$ cat src/rtl/alu_arbiter.sv
// Round-robin arbiter sharing one combinational ALU between two valid/ready requesters.
// Each operation runs IDLE -> EXEC -> RESP, and only one operation is in flight at a time.
module alu_arbiter #(
    parameter int DATA_W  = 32,
    parameter int CTRL_W  = 3,
    parameter bit RR_INIT = 1'b0
) (
    input  logic              clk,
    input  logic              reset,
    input  logic              req0_valid,
    output logic              req0_ready,
    input  logic [DATA_W-1:0] req0_a,
    input  logic [DATA_W-1:0] req0_b,
    input  logic [CTRL_W-1:0] req0_ctrl,
    output logic              rsp0_valid,
    input  logic              rsp0_ready,
    output logic [DATA_W-1:0] rsp0_y,
    output logic              rsp0_zero,
    input  logic              req1_valid,
    output logic              req1_ready,
    input  logic [DATA_W-1:0] req1_a,
    input  logic [DATA_W-1:0] req1_b,
    input  logic [CTRL_W-1:0] req1_ctrl,
    output logic              rsp1_valid,
    input  logic              rsp1_ready,
    output logic [DATA_W-1:0] rsp1_y,
    output logic              rsp1_zero,
    output logic [DATA_W-1:0] alu_a,
    output logic [DATA_W-1:0] alu_b,
    output logic [CTRL_W-1:0] alu_ctrl,
    input  logic [DATA_W-1:0] alu_y,
    input  logic              alu_zero,
    output logic              busy
);

    typedef enum logic [1:0] {IDLE, EXEC, RESP} state_t;

    state_t            state, state_next;
    logic              prio;
    logic              owner;
    logic [DATA_W-1:0] op_a, op_b, res_y;
    logic [CTRL_W-1:0] op_ctrl;
    logic              res_zero;
    logic              grant_sel;
    logic              accept;
    logic              rsp_done;

    always_ff @(posedge clk or posedge reset) begin
        if (reset) begin
            state <= IDLE;
        end else begin
            state <= state_next;
        end
    end

    // A lone requester wins outright; prio only breaks ties.
    always_comb begin
        state_next = state;
        req0_ready = 1'b0;
        req1_ready = 1'b0;
        rsp0_valid = 1'b0;
        rsp1_valid = 1'b0;
        accept     = 1'b0;
        rsp_done   = 1'b0;
        grant_sel  = (req0_valid && req1_valid) ? prio : req1_valid;
        case (state)
            IDLE: begin
                if (req0_valid || req1_valid) begin
                    accept     = 1'b1;
                    req0_ready = ~grant_sel;
                    req1_ready = grant_sel;
                    state_next = EXEC;
                end
            end
            EXEC: begin
                state_next = RESP;
            end
            RESP: begin
                rsp0_valid = ~owner;
                rsp1_valid = owner;
                rsp_done   = owner ? rsp1_ready : rsp0_ready;
                if (rsp_done) begin
                    state_next = IDLE;
                end
            end
            default: begin
                state_next = IDLE;
            end
        endcase
    end

    // Operand and result registers keep their values between operations.
    always_ff @(posedge clk or posedge reset) begin
        if (reset) begin
            prio     <= RR_INIT;
            owner    <= 1'b0;
            op_a     <= '0;
            op_b     <= '0;
            op_ctrl  <= '0;
            res_y    <= '0;
            res_zero <= 1'b0;
        end else begin
            if (accept) begin
                owner   <= grant_sel;
                op_a    <= grant_sel ? req1_a    : req0_a;
                op_b    <= grant_sel ? req1_b    : req0_b;
                op_ctrl <= grant_sel ? req1_ctrl : req0_ctrl;
            end
            if (state == EXEC) begin
                res_y    <= alu_y;
                res_zero <= alu_zero;
            end
            if (rsp_done) begin
                prio <= ~owner;
            end
        end
    end

    assign alu_a     = op_a;
    assign alu_b     = op_b;
    assign alu_ctrl  = op_ctrl;
    assign rsp0_y    = res_y;
    assign rsp1_y    = res_y;
    assign rsp0_zero = res_zero;
    assign rsp1_zero = res_zero;
    assign busy      = (state != IDLE);

endmodule
$ cat config.mk
export PLATFORM = sky130hd
export DESIGN_NAME = alu_arbiter
export DESIGN_NICKNAME = d
export VERILOG_FILES = /design/src/rtl/alu_arbiter.sv
export SDC_FILE = /design/constraint.sdc
export NUM_CORES = 1
export LEC_CHECK = 0
export ABC_CLOCK_PERIOD_IN_PS = 3500
export CAP_MARGIN = 20
export CORE_MARGIN = 2
export CORE_UTILIZATION = 34
export CTS_CLUSTER_SIZE = 20
export DETAILED_ROUTE_END_ITERATION = 7
export PLACE_DENSITY = 0.84
export SLEW_MARGIN = 20
export SYNTH_ARGS = -nofsm -noshare
export SYNTH_HDL_FRONTEND = slang
export SYNTH_SLANG_ARGS = --single-unit
$ cat constraint.sdc
create_clock -name clk -period 3.5 [get_ports clk]
set_clock_uncertainty 0.2 [all_clocks]
set_input_delay 0.525 -clock clk [delete_from_list [all_inputs] [get_ports clk]]
set_output_delay 0.525 -clock clk [all_outputs]
set_load 0.02 [all_outputs]
==> Word-level counts from Yosys, hierarchy flattened <==
Index checks and enable logic that the tools add are counted.
{ "word_totals": {"reg_bits": 104, "out_inout_bits": 138, "elab_cells": 36} }
{ "op_classes": {"eq_ne": 4, "n_mux": 17, "bitwise_logic": 2, "n_reduce_logical": 5} }
{ "op_table": {"columns": ["operator", "count"], "rows": [
  ["two-way mux 32 bit", 2],
  ["two-way mux 1 bit", 11],
  ["case mux 2 bit (3 select lines)", 1],
  ["two-way mux 2 bit", 2],
  ["inequality test 2 bit, second input constant", 2],
  ["two-way mux 3 bit", 1],
  ["equality test 2 x 1 -> 1 bit, second input constant", 1],
  ["equality test 2 bit, second input constant", 1],
  ["zero test 2 bit", 1],
  ["inverter 1 bit", 2],
  ["AND reduction 2 bit", 1],
  ["nonzero test 2 bit", 1],
  ["logical AND 1 bit", 1],
  ["logical OR 1 bit", 1]
]} }

==> Longest topological paths before layout <==
Gate-level depths: netlist of run 1.
{ "logic_depth": {"word_depth": 5, "ltp_mapped": 8} }

==> Worst setup path after synthesis of run 1 <==
OpenSTA, ideal clock, no wires.
{ "synth_path": {"path_kind": "input to output", "start": "input req0_valid", "end": "output req1_ready", "arrival_ns": 1.460, "required_time_ns": 2.775, "slack_ns": 1.315, "stages": 6, "path_buffers": 3, "cell_sequence": "nand2b_1 -> buf_2 -> buf_2 -> buf_2 -> nand2_1 -> nor2_1"} }
{ "synth_via": {"elab_chain_len": 4} }
{ "synth_lines": {"columns": ["element", "line_no", "source"], "rows": [
  ["from (decl)", "10", "input logic req0_valid,"],
  ["logical AND 1 bit", "65", "grant_sel = (req0_valid && req1_valid) ? prio : req1_valid;"],
  ["two-way mux 1 bit", "65", null],
  ["two-way mux 1 bit (*)", "68", "if (req0_valid || req1_valid) begin"],
  ["two-way mux 1 bit (*)", "66", "case (state)"],
  ["to (decl)", "20", "output logic req1_ready,"]
]} }
Every way passes the cells marked *; elsewhere a longest branch is shown, timed or not.

==> Worst setup path in the final report of run 1 <==
Same ends and word-level chain as after synthesis.

==> results of run 1 <==
layout make-up:
cell class	instances	area (sq um)
tap	188	235.2
timing repair buffer	321	3218
sequential	104	2603
fill	1301	6600
clock inverter	7	80.08
inverter	6	25.02
clock buffer	9	225.2
multi-input combinational	320	2047
registers in the layout (all words and copies together), names as in the netlist:
name,count
alu_a,32
alu_b,32
alu_ctrl,3
owner,1
prio,1
rsp0_y,32
rsp0_zero,1
state,2
per-stage QoR:
step	cell area, sq um	hold slack (ns)
6_report	8433	0.3300
5_1_grt	8433	0.3438
4_1_cts	8433	0.3305
3_5_place_dp	8128	0.3148
3_3_place_gp	8128	0.3074
2_1_floorplan	5182	0.3079
cell usage in the layout (no fill, tap or decap), types with 8 or more instances in the layout:
cell type	netlist	final
nand3_1	67	67
a21oi_1	69	69
o21ai_0	65	65
a31oi_2	20	20
mux2_2	33	33
clkbuf_16	0	9
a31oi_1	48	48
dfrtp_1	104	104
buf_4	33	8
clkdlybuf4s50_1	0	309
worst register-to-register path, delay by kind of cell, from the launching register on:
family                 cells  cell delay, ns
DFF                        1            0.48
buffers and inverters      1            0.56
AOI/OAI and AO/OA          1            0.21
and+or+nand+nor            2            0.62
cells by family (layout without fill, tap and decap cells):
family / count (synthesis) / after routing / synth area share (%)
AOI/OAI and AO/OA: 208 / 208 / 24.22
DFF: 104 / 104 / 50.22
buffers and inverters: 95 / 343 / 10.57
and+or+nand+nor: 79 / 79 / 7.823
muxes: 33 / 33 / 7.171
worst paths after layout:
kind | from | end | slack, ns | cells after the start
min in group asynchronous | reset | rsp0_y[12] | 0.48 | 3
hold reg to reg | rsp0_y[1] | rsp0_y[1] | 0.33 | 1
setup reg to reg | prio | alu_b[1] | 1.34 | 4
hold / removal | rsp0_y[1] | rsp0_y[1] | 0.33 | 1
setup / recovery | req0_valid | req1_ready | 0.62 | 5
max in group asynchronous | reset | alu_a[30] | 2.21 | 3
metal layers:
metal,share of wire [%],vias to the layer above
met3,9.1,39
li1,-,2358
met5,0,-
met1,39,2444
met4,3.0,0
met2,49,266
power by group through the flow:
stage	combinational, mW	sequential, mW	clock [mW]
2_1_floorplan	1.94	2.91	0
5_1_grt	4.84	2.30	1.13
3_3_place_gp	4.54	2.22	0
4_1_cts	4.59	2.23	1.07
6_report	4.56	2.23	1.05
3_5_place_dp	4.58	2.25	0
==> results.sh, run 1 <==
export IMPL_arrival_ns=2.16
export IMPL_drive_gt1_share_pct=11.60
export IMPL_startpoint_type="input pin"
export IMPL_post_route_period_util_pct=82.36
export IMPL_hold_violations=0
export IMPL_path_max_fanout=15
export IMPL_mappedNetlistNets=692
export IMPL_grtUsageMet1_pct=26.05
export IMPL_dieWidth_microns=127.5
export IMPL_p_seq_share_pct=28.5
export IMPL_holdBufCountCts=0
export IMPL_portBuffers=310
export IMPL_sw_frac_of_total_pct=41.80
export IMPL_drc=0
export IMPL_ios=311
export IMPL_cpPeakStageDelay_ns=0.67
export IMPL_grt_pass1_wl_mm=27.51
export IMPL_fin_ws_ns=0.6173
export IMPL_max_cap_violations=0
export IMPL_postRouteAntennaNets=0
export IMPL_grt_busiest_layer="met2"
export IMPL_yosys_area_top_type="dfrtp_1"
export IMPL_drv_slew=0
export IMPL_dr_pass1_iters=4
export IMPL_postCtsSetupRepairBufs=0
export IMPL_timing_worst_setup_path_type="input pin to output port"
export IMPL_antenna_cells=0
export IMPL_ys_seq_area_share_pct=50.22
export IMPL_dp_cells=939
export IMPL_avgSynthCellArea_sq_um=9.985
export IMPL_synthCells=519
export IMPL_synth_top_cell_area_share_pct=50.22
export IMPL_use_met3_pct=7.035
export IMPL_cts_tree="built"
export IMPL_synth_common_cells="dfrtp_1 (104), a21oi_1 (69), nand3_1 (67)"
export IMPL_switchingPower_mw=3.275
export IMPL_nets=935
export IMPL_dp_hpwl_mm=12.34
export IMPL_status="finished, final reports clean"
export IMPL_cp_required_ns=2.77
export IMPL_internal_power_mw=4.560
export IMPL_powerDensity_mw_per_mm2=929.2
export IMPL_grt_max_degree=105
export IMPL_p_total_mw=7.836
export IMPL_ys_seq_elements=104
export IMPL_num_vias=5107
export IMPL_finish_utilization_pct=56.10
export IMPL_leakage_nw=3.219
export IMPL_yosysMostFrequentCell="dfrtp_1"
export IMPL_clk_insertion_delay_late_ns=0.34
export IMPL_synthTopCellsByArea="dfrtp_1 (50%), mux2_2 (7.2%), a21oi_1 (6.7%)"
export IMPL_root_buffer="clkbuf_16"
export IMPL_core_area_sq_mm=0.01503
export IMPL_antenna_found_initial=0
export IMPL_die_area_sq_mm=0.01625
export IMPL_viasPerCell=5.348
export IMPL_drtIter0Drc=311
export IMPL_relSlewSlack_pct=49.31
export IMPL_fin_tns_setup_ns=0
export IMPL_synth_edf_count=0
export IMPL_clk_pin_slew_ns=0.07
export IMPL_p_clk_share_pct=13.3
export IMPL_synthArstFlopShare_pct=100.0
export IMPL_end_kind="output port"
export IMPL_slowest_stage="clkdlybuf4s50_1"
export IMPL_post_route_min_period_ns=2.883
export IMPL_final_cell_count_no_fill=955
export IMPL_syn_cell_area_sq_mm=0.005182
export IMPL_numClockSinks=104
export IMPL_area_growth_pct=62.72
export IMPL_htreeDepth=3
export IMPL_grt_pass1_vias=4951
export IMPL_tightestPinTransition_ns=0.7593
export IMPL_clockBufferDepth=2
export IMPL_combPwrFrac_pct=58.2
export IMPL_yosysUniqueCellTypes=23
export IMPL_min_path_type="flip-flop to flip-flop"
export IMPL_row_count=45
export IMPL_crit_path_frequent_cell="clkdlybuf4s50_1"
export IMPL_grt_usage_pct=21.62
export IMPL_rsz0062_at_grt="false"
export IMPL_wl_per_cell_microns=18.90
export IMPL_grt_overflow=0
export IMPL_pre_cts_ws_ns=0.6320
export IMPL_start_util_pct=34.47
export IMPL_cts_inserted_buffers=9
export IMPL_ys_flop_type="dfrtp_1"
export IMPL_ir_drop_uv=324.3
export IMPL_crit_family="buffers and inverters"
export IMPL_die_h_microns=127.5
export IMPL_gp_congestion=0.8266
export IMPL_routed_wl_mm=18.05
export IMPL_crit_chain="clkdlybuf4s50_1 -> nand2b_2 -> nand2_1 -> nor2_1 -> clkdlybuf4s50_1"
export IMPL_setup_viol=0
export IMPL_cts_resized_gates=0
export IMPL_fmax_ghz=0.3469
export IMPL_yosysWarnings=0
export IMPL_crit_buf_inv=2
export IMPL_met2_usage_pct=35.89
No activity file was read; power rests on OpenSTA's default activity.
==> run 2: changes to the inputs <==
--- a/config.mk
+++ b/config.mk
@@ -5,7 +5,7 @@
 export SDC_FILE = /design/constraint.sdc
 export NUM_CORES = 1
 export LEC_CHECK = 0
-export ABC_CLOCK_PERIOD_IN_PS = 3500
+export ABC_CLOCK_PERIOD_IN_PS = 2400
 export CAP_MARGIN = 20
 export CORE_MARGIN = 2
 export CORE_UTILIZATION = 34
==> constraint.sdc (replaced) <==
create_clock -name clk -period 2.4 [get_ports clk]
set_clock_uncertainty 0.2 [all_clocks]
set_input_delay 0.36 -clock clk [delete_from_list [all_inputs] [get_ports clk]]
set_output_delay 0.36 -clock clk [all_outputs]
set_load 0.02 [all_outputs]
==> run 2 against run 1 <==
Clock power up 38%; combinational power up 47%; sequential power up 45%; register-to-register slack worse by 0.84 ns; sequential share of layout area down 0.19 points; core utilization up 0.35 points; wire length up 0.40%; clock-buffer cell count unchanged; largest cell class unchanged; cell count up 0.63%; global-route usage up 0.63 points; critical endpoint is now rsp0_valid; setup slack worse by 0.46 ns; die area unchanged.
==> results.sh, run 2 (synthesized netlist as in run 1, its figures left out) <==
export IMPL_r2r_end="alu_b[11]"
export IMPL_drc=0
export IMPL_postCtsSetupRepairBufs=0
export IMPL_dr_pass1_iters=4
export IMPL_gp_congestion=0.7856
export IMPL_drive_gt1_share_pct=12.29
export IMPL_fmax_ghz=0.4453
export IMPL_start_util_pct=34.47
export IMPL_fillerInstances=1283
export IMPL_r2r_slack_ns=0.50
export IMPL_htreeDepth=3
export IMPL_cts_inserted_buffers=9
export IMPL_post_route_min_period_ns=2.246
export IMPL_grt_max_degree=68
export IMPL_row_count=45
export IMPL_antenna_found_initial=0
export IMPL_powerDensity_mw_per_mm2=1341
export IMPL_cts_resized_gates=2
export IMPL_startpoint_type="flip-flop"
export IMPL_die_area_sq_mm=0.01625
export IMPL_finish_utilization_pct=56.45
export IMPL_reg2reg_from="prio"
export IMPL_hold_ws_ns=0.2656
export IMPL_viasPerCell=5.379
export IMPL_ir_drop_uv=529.0
export IMPL_rsz0062_at_grt="false"
export IMPL_grt_overflow=0
export IMPL_wl_per_cell_microns=18.85
export IMPL_cp_required_ns=1.84
export IMPL_grt_pass1_wl_mm=28.15
export IMPL_max_cap_violations=0
export IMPL_dieWidth_microns=127.5
export IMPL_clockBufferDepth=2
export IMPL_die_h_microns=127.5
export IMPL_core_area_sq_mm=0.01503
export IMPL_grt_usage_pct=22.25
export IMPL_clk_insertion_delay_late_ns=0.35
export IMPL_rr_worst_depth=4
export IMPL_leakage_nw=3.253
export IMPL_clk_pin_slew_ns=0.08
export IMPL_drtIter0Drc=280
export IMPL_postRouteAntennaNets=0
export IMPL_numClockSinks=104
export IMPL_arrival_ns=1.69
export IMPL_cts_tree="built"
export IMPL_holdBufCountCts=0
export IMPL_startpoint="state[0]"
export IMPL_antenna_cells=0
export IMPL_num_vias=5169
export IMPL_dp_hpwl_mm=12.68
export IMPL_grt_pass1_vias=5197
export IMPL_routed_wl_mm=18.12
export IMPL_post_route_period_util_pct=93.58
export IMPL_end_kind="output port"
export IMPL_portBuffers=310
export IMPL_setup_viol=0
export IMPL_drv_slew=0
export IMPL_area_growth_pct=63.74
export IMPL_tightestPinTransition_ns=0.7951
export IMPL_mostFrequentLayoutCells="clkdlybuf4s50_1 (307), dfrtp_1 (104), a21oi_1 (69), nand3_1 (67), o21ai_0 (65)"
export IMPL_path_max_fanout=4
export IMPL_root_buffer="clkbuf_16"
export IMPL_final_common_cell="clkdlybuf4s50_1"
export IMPL_hold_violations=0
export IMPL_timing_worst_setup_path_type="flip-flop to output port"
export IMPL_relSlewSlack_pct=46.99
export IMPL_ios=311
export IMPL_nets=941
export IMPL_status="finished, final reports clean"
export IMPL_min_path_type="input pin to asynchronous set/reset pin"
==> run 2: area by class of cell <==
class	count	area, sq um	share of cell area [%]
sequential	104	2603	30.67
timing repair buffer	327	3286	38.72
clock inverter	7	63.81	0.7520
clock buffer	9	225.2	2.654
multi-input combinational	320	2047	24.12
tap	188	235.2	2.772
inverter	6	26.28	0.3096
==> run 2: worst max path at each step <==
stage	end	slack [ns]	cells after the start
floorplan	req0_ready	0.50	5
global placement	req0_ready	0.004	5
detailed placement	req0_ready	-0.02	5
CTS	rsp0_valid	0.14	3
global route	rsp0_valid	0.1	3
finish	rsp0_valid	0.15	3
==> run 2: critical path, stage by stage, from the launching register on <==
cell,delay [ns]
dfrtp_1,0.43
nand2b_1,0.19
nor2_1,0.09
clkdlybuf4s50_1,0.64
==> run 2: metrics by stage <==
step / power [mW] / cells / setup TNS [ns] / cell area [sq um] / worst slack, ns
finish: 11.38 / 961 / 0 / 8486 / 0.1541
global route: 12.01 / 961 / 0 / 8486 / 0.09526
CTS: 11.50 / 961 / 0 / 8486 / 0.1375
detailed placement: 10.02 / 945 / -0.02055 / 8199 / -0.02055
global placement: 9.867 / 945 / 0 / 8199 / 0.004067
floorplan: 7.078 / 519 / 0 / 5186 / 0.4994
==> run 2: layer usage <==
metal	track usage [%]	up-vias	wire, microns
met3	6.365	34	1594
met1	25.69	2531	6722
li1	-	2361	-
met2	39.23	243	9321
met5	0	-	0
met4	8.209	0	480
==> run 2: where the power goes <==
| part | switching [mW] | total (mW) | leakage, nW | internal (mW) |
|---|---|---|---|---|
| combinational | 3.49 | 6.69 | 1.94 | 3.20 |
| sequential | 0.582 | 3.24 | 1.18 | 2.66 |
| clock | 0.727 | 1.45 | 0.136 | 0.727 |
| total | 4.79 | 11.4 | 3.25 | 6.59 |
==> run 3: changes to the inputs <==
--- a/config.mk
+++ b/config.mk
@@ -12,7 +12,6 @@
 export CTS_CLUSTER_SIZE = 20
 export DETAILED_ROUTE_END_ITERATION = 7
 export PLACE_DENSITY = 0.84
-export SLEW_MARGIN = 20
 export SYNTH_ARGS = -nofsm -noshare
 export SYNTH_HDL_FRONTEND = slang
 export SYNTH_SLANG_ARGS = --single-unit
==> constraint.sdc (replaced) <==
create_clock -name clk -period 2.4 [get_ports clk]
set_clock_uncertainty 0.2 [all_clocks]
set_input_delay 0.36 -clock clk [delete_from_list [all_inputs] [get_ports clk]]
set_output_delay 0.36 -clock clk [all_outputs]
set_load 0.01 [all_outputs]
==> run 3 against run 2 <==
Core utilization rose by 0.27 points; cell count rose by 0.21%; total power fell by 7.5%; wire length barely moved; design area rose by 0.47%; first-iteration DRC count fell by 13%; fmax fell by 3.9%; largest power group unchanged.
==> results.sh, run 3 (synthesized netlist as in run 1, its figures left out) <==
export IMPL_status="finished, final reports clean"
export IMPL_dr_pass1_iters=5
export IMPL_tightestPinTransition_ns=0.6617
export IMPL_crit_chain="clkdlybuf4s50_1 -> or2_2 -> nand2_4 -> a21oi_1 -> clkdlybuf4s50_1"
export IMPL_die_h_microns=127.5
export IMPL_dp_hpwl_mm=12.74
export IMPL_nets=943
export IMPL_fillerInstances=1278
export IMPL_postRouteAntennaNets=0
export IMPL_timing_worst_setup_path_type="input pin to output port"
export IMPL_drtIter0Drc=245
export IMPL_drv_slew=0
export IMPL_cts_inserted_buffers=9
export IMPL_cp_required_ns=1.84
export IMPL_mostFrequentLayoutCells="clkdlybuf4s50_1 (308), dfrtp_1 (104), a21oi_1 (69), nand3_1 (67), o21ai_0 (65)"
export IMPL_clk_pin_slew_ns=0.07
export IMPL_wl_per_cell_microns=18.83
export IMPL_viasPerCell=5.373
export IMPL_min_path_type="input pin to asynchronous set/reset pin"
export IMPL_htreeDepth=3
export IMPL_grt_max_degree=58
export IMPL_antenna_cells=0
export IMPL_hold_ws_ns=0.2001
export IMPL_post_route_period_util_pct=97.34
export IMPL_cts_tree="built"
export IMPL_post_route_min_period_ns=2.336
export IMPL_numClockSinks=104
export IMPL_fin_tns_setup_ns=0
export IMPL_path_max_fanout=3
export IMPL_clockBufferDepth=2
export IMPL_fmax_ghz=0.4281
export IMPL_grt_pass1_vias=5328
export IMPL_powerDensity_mw_per_mm2=1234
export IMPL_slowest_stage="clkdlybuf4s50_1"
export IMPL_ir_drop_uv=678.5
export IMPL_grt_usage_pct=22.23
export IMPL_dieWidth_microns=127.5
export IMPL_relSlewSlack_pct=55.89
export IMPL_routed_wl_mm=18.13
export IMPL_end_kind="output port"
export IMPL_grt_pass1_wl_mm=28.23
export IMPL_leakage_nw=3.280
export IMPL_startpoint_type="input pin"
export IMPL_final_common_cell="clkdlybuf4s50_1"
export IMPL_p_total_mw=10.52
export IMPL_portBuffers=310
export IMPL_crit_family="buffers and inverters"
export IMPL_hold_violations=0
export IMPL_ios=311
export IMPL_num_vias=5174
export IMPL_clk_insertion_delay_late_ns=0.34
export IMPL_max_cap_violations=0
export IMPL_start_util_pct=34.47
export IMPL_core_area_sq_mm=0.01503
export IMPL_gp_congestion=0.7946
export IMPL_crit_buf_inv=2
export IMPL_grt_overflow=0
export IMPL_area_growth_pct=64.51
export IMPL_arrival_ns=1.78
export IMPL_cpPeakStageDelay_ns=0.51
export IMPL_drc=0
export IMPL_die_area_sq_mm=0.01625
export IMPL_root_buffer="clkbuf_16"
export IMPL_postCtsSetupRepairBufs=0
export IMPL_setup_viol=0
export IMPL_drive_gt1_share_pct=12.26
export IMPL_row_count=45
export IMPL_rsz0062_at_grt="false"
export IMPL_antenna_found_initial=1
export IMPL_crit_path_frequent_cell="clkdlybuf4s50_1"
run 3: path summary, 6_finish.rpt:
path | from | to | slack, ns | cells past startpoint
max in group asynchronous | reset | alu_b[29] | 1.23 | 3
min in group clk | req1_valid | owner | 0.22 | 3
min | reset | rsp0_y[17] | 0.20 | 2
max | req0_valid | req0_ready | 0.06 | 5
max reg2reg | prio | alu_a[26] | 0.46 | 4
min reg2reg | rsp0_y[30] | rsp0_y[30] | 0.33 | 1
run 3: stage by stage:
step | utilization, % | worst slack (ns) | instance area, sq um | cells
floorplan | - | 0.5944 | 5186 | 519
global route | 56.71 | 0.01476 | 8526 | 963
finish | 56.71 | 0.06392 | 8526 | 963
CTS | 56.70 | 0.03711 | 8523 | 963
global placement | 54.72 | 0.06506 | 8227 | 947
detailed placement | 54.72 | 0.06549 | 8227 | 947
run 3: layout make-up:
class | instances | area, sq um | area share (%)
clock inverter | 5 | 63.81 | 0.7485
tap | 188 | 235.2 | 2.759
clock buffer | 11 | 232.7 | 2.730
timing repair buffer | 329 | 3318 | 38.92
multi-input combinational | 320 | 2047 | 24.01
inverter | 6 | 26.28 | 0.3082
sequential | 104 | 2603 | 30.53
run 3: per-layer routing:
metal | vias up | GRT usage, % | part of all wire [%]
met3 | 45 | 5.946 | 7.9
met4 | 2 | 9.502 | 3.0
met1 | 2515 | 25.08 | 38
met5 | - | 0 | 0.072
met2 | 245 | 39.54 | 51
li1 | 2367 | - | -
run 3: timing repair:
item                       in CTS  in global routing
resized for setup               0                  1
setup endpoints to repair       0                  1
hold buffers                    0                  0
run 3: power by group:
group / switching (mW) / internal, mW
registers: 0.571 / 2.66
clock network: 0.682 / 0.821
logic: 2.57 / 3.22
total: 3.83 / 6.70
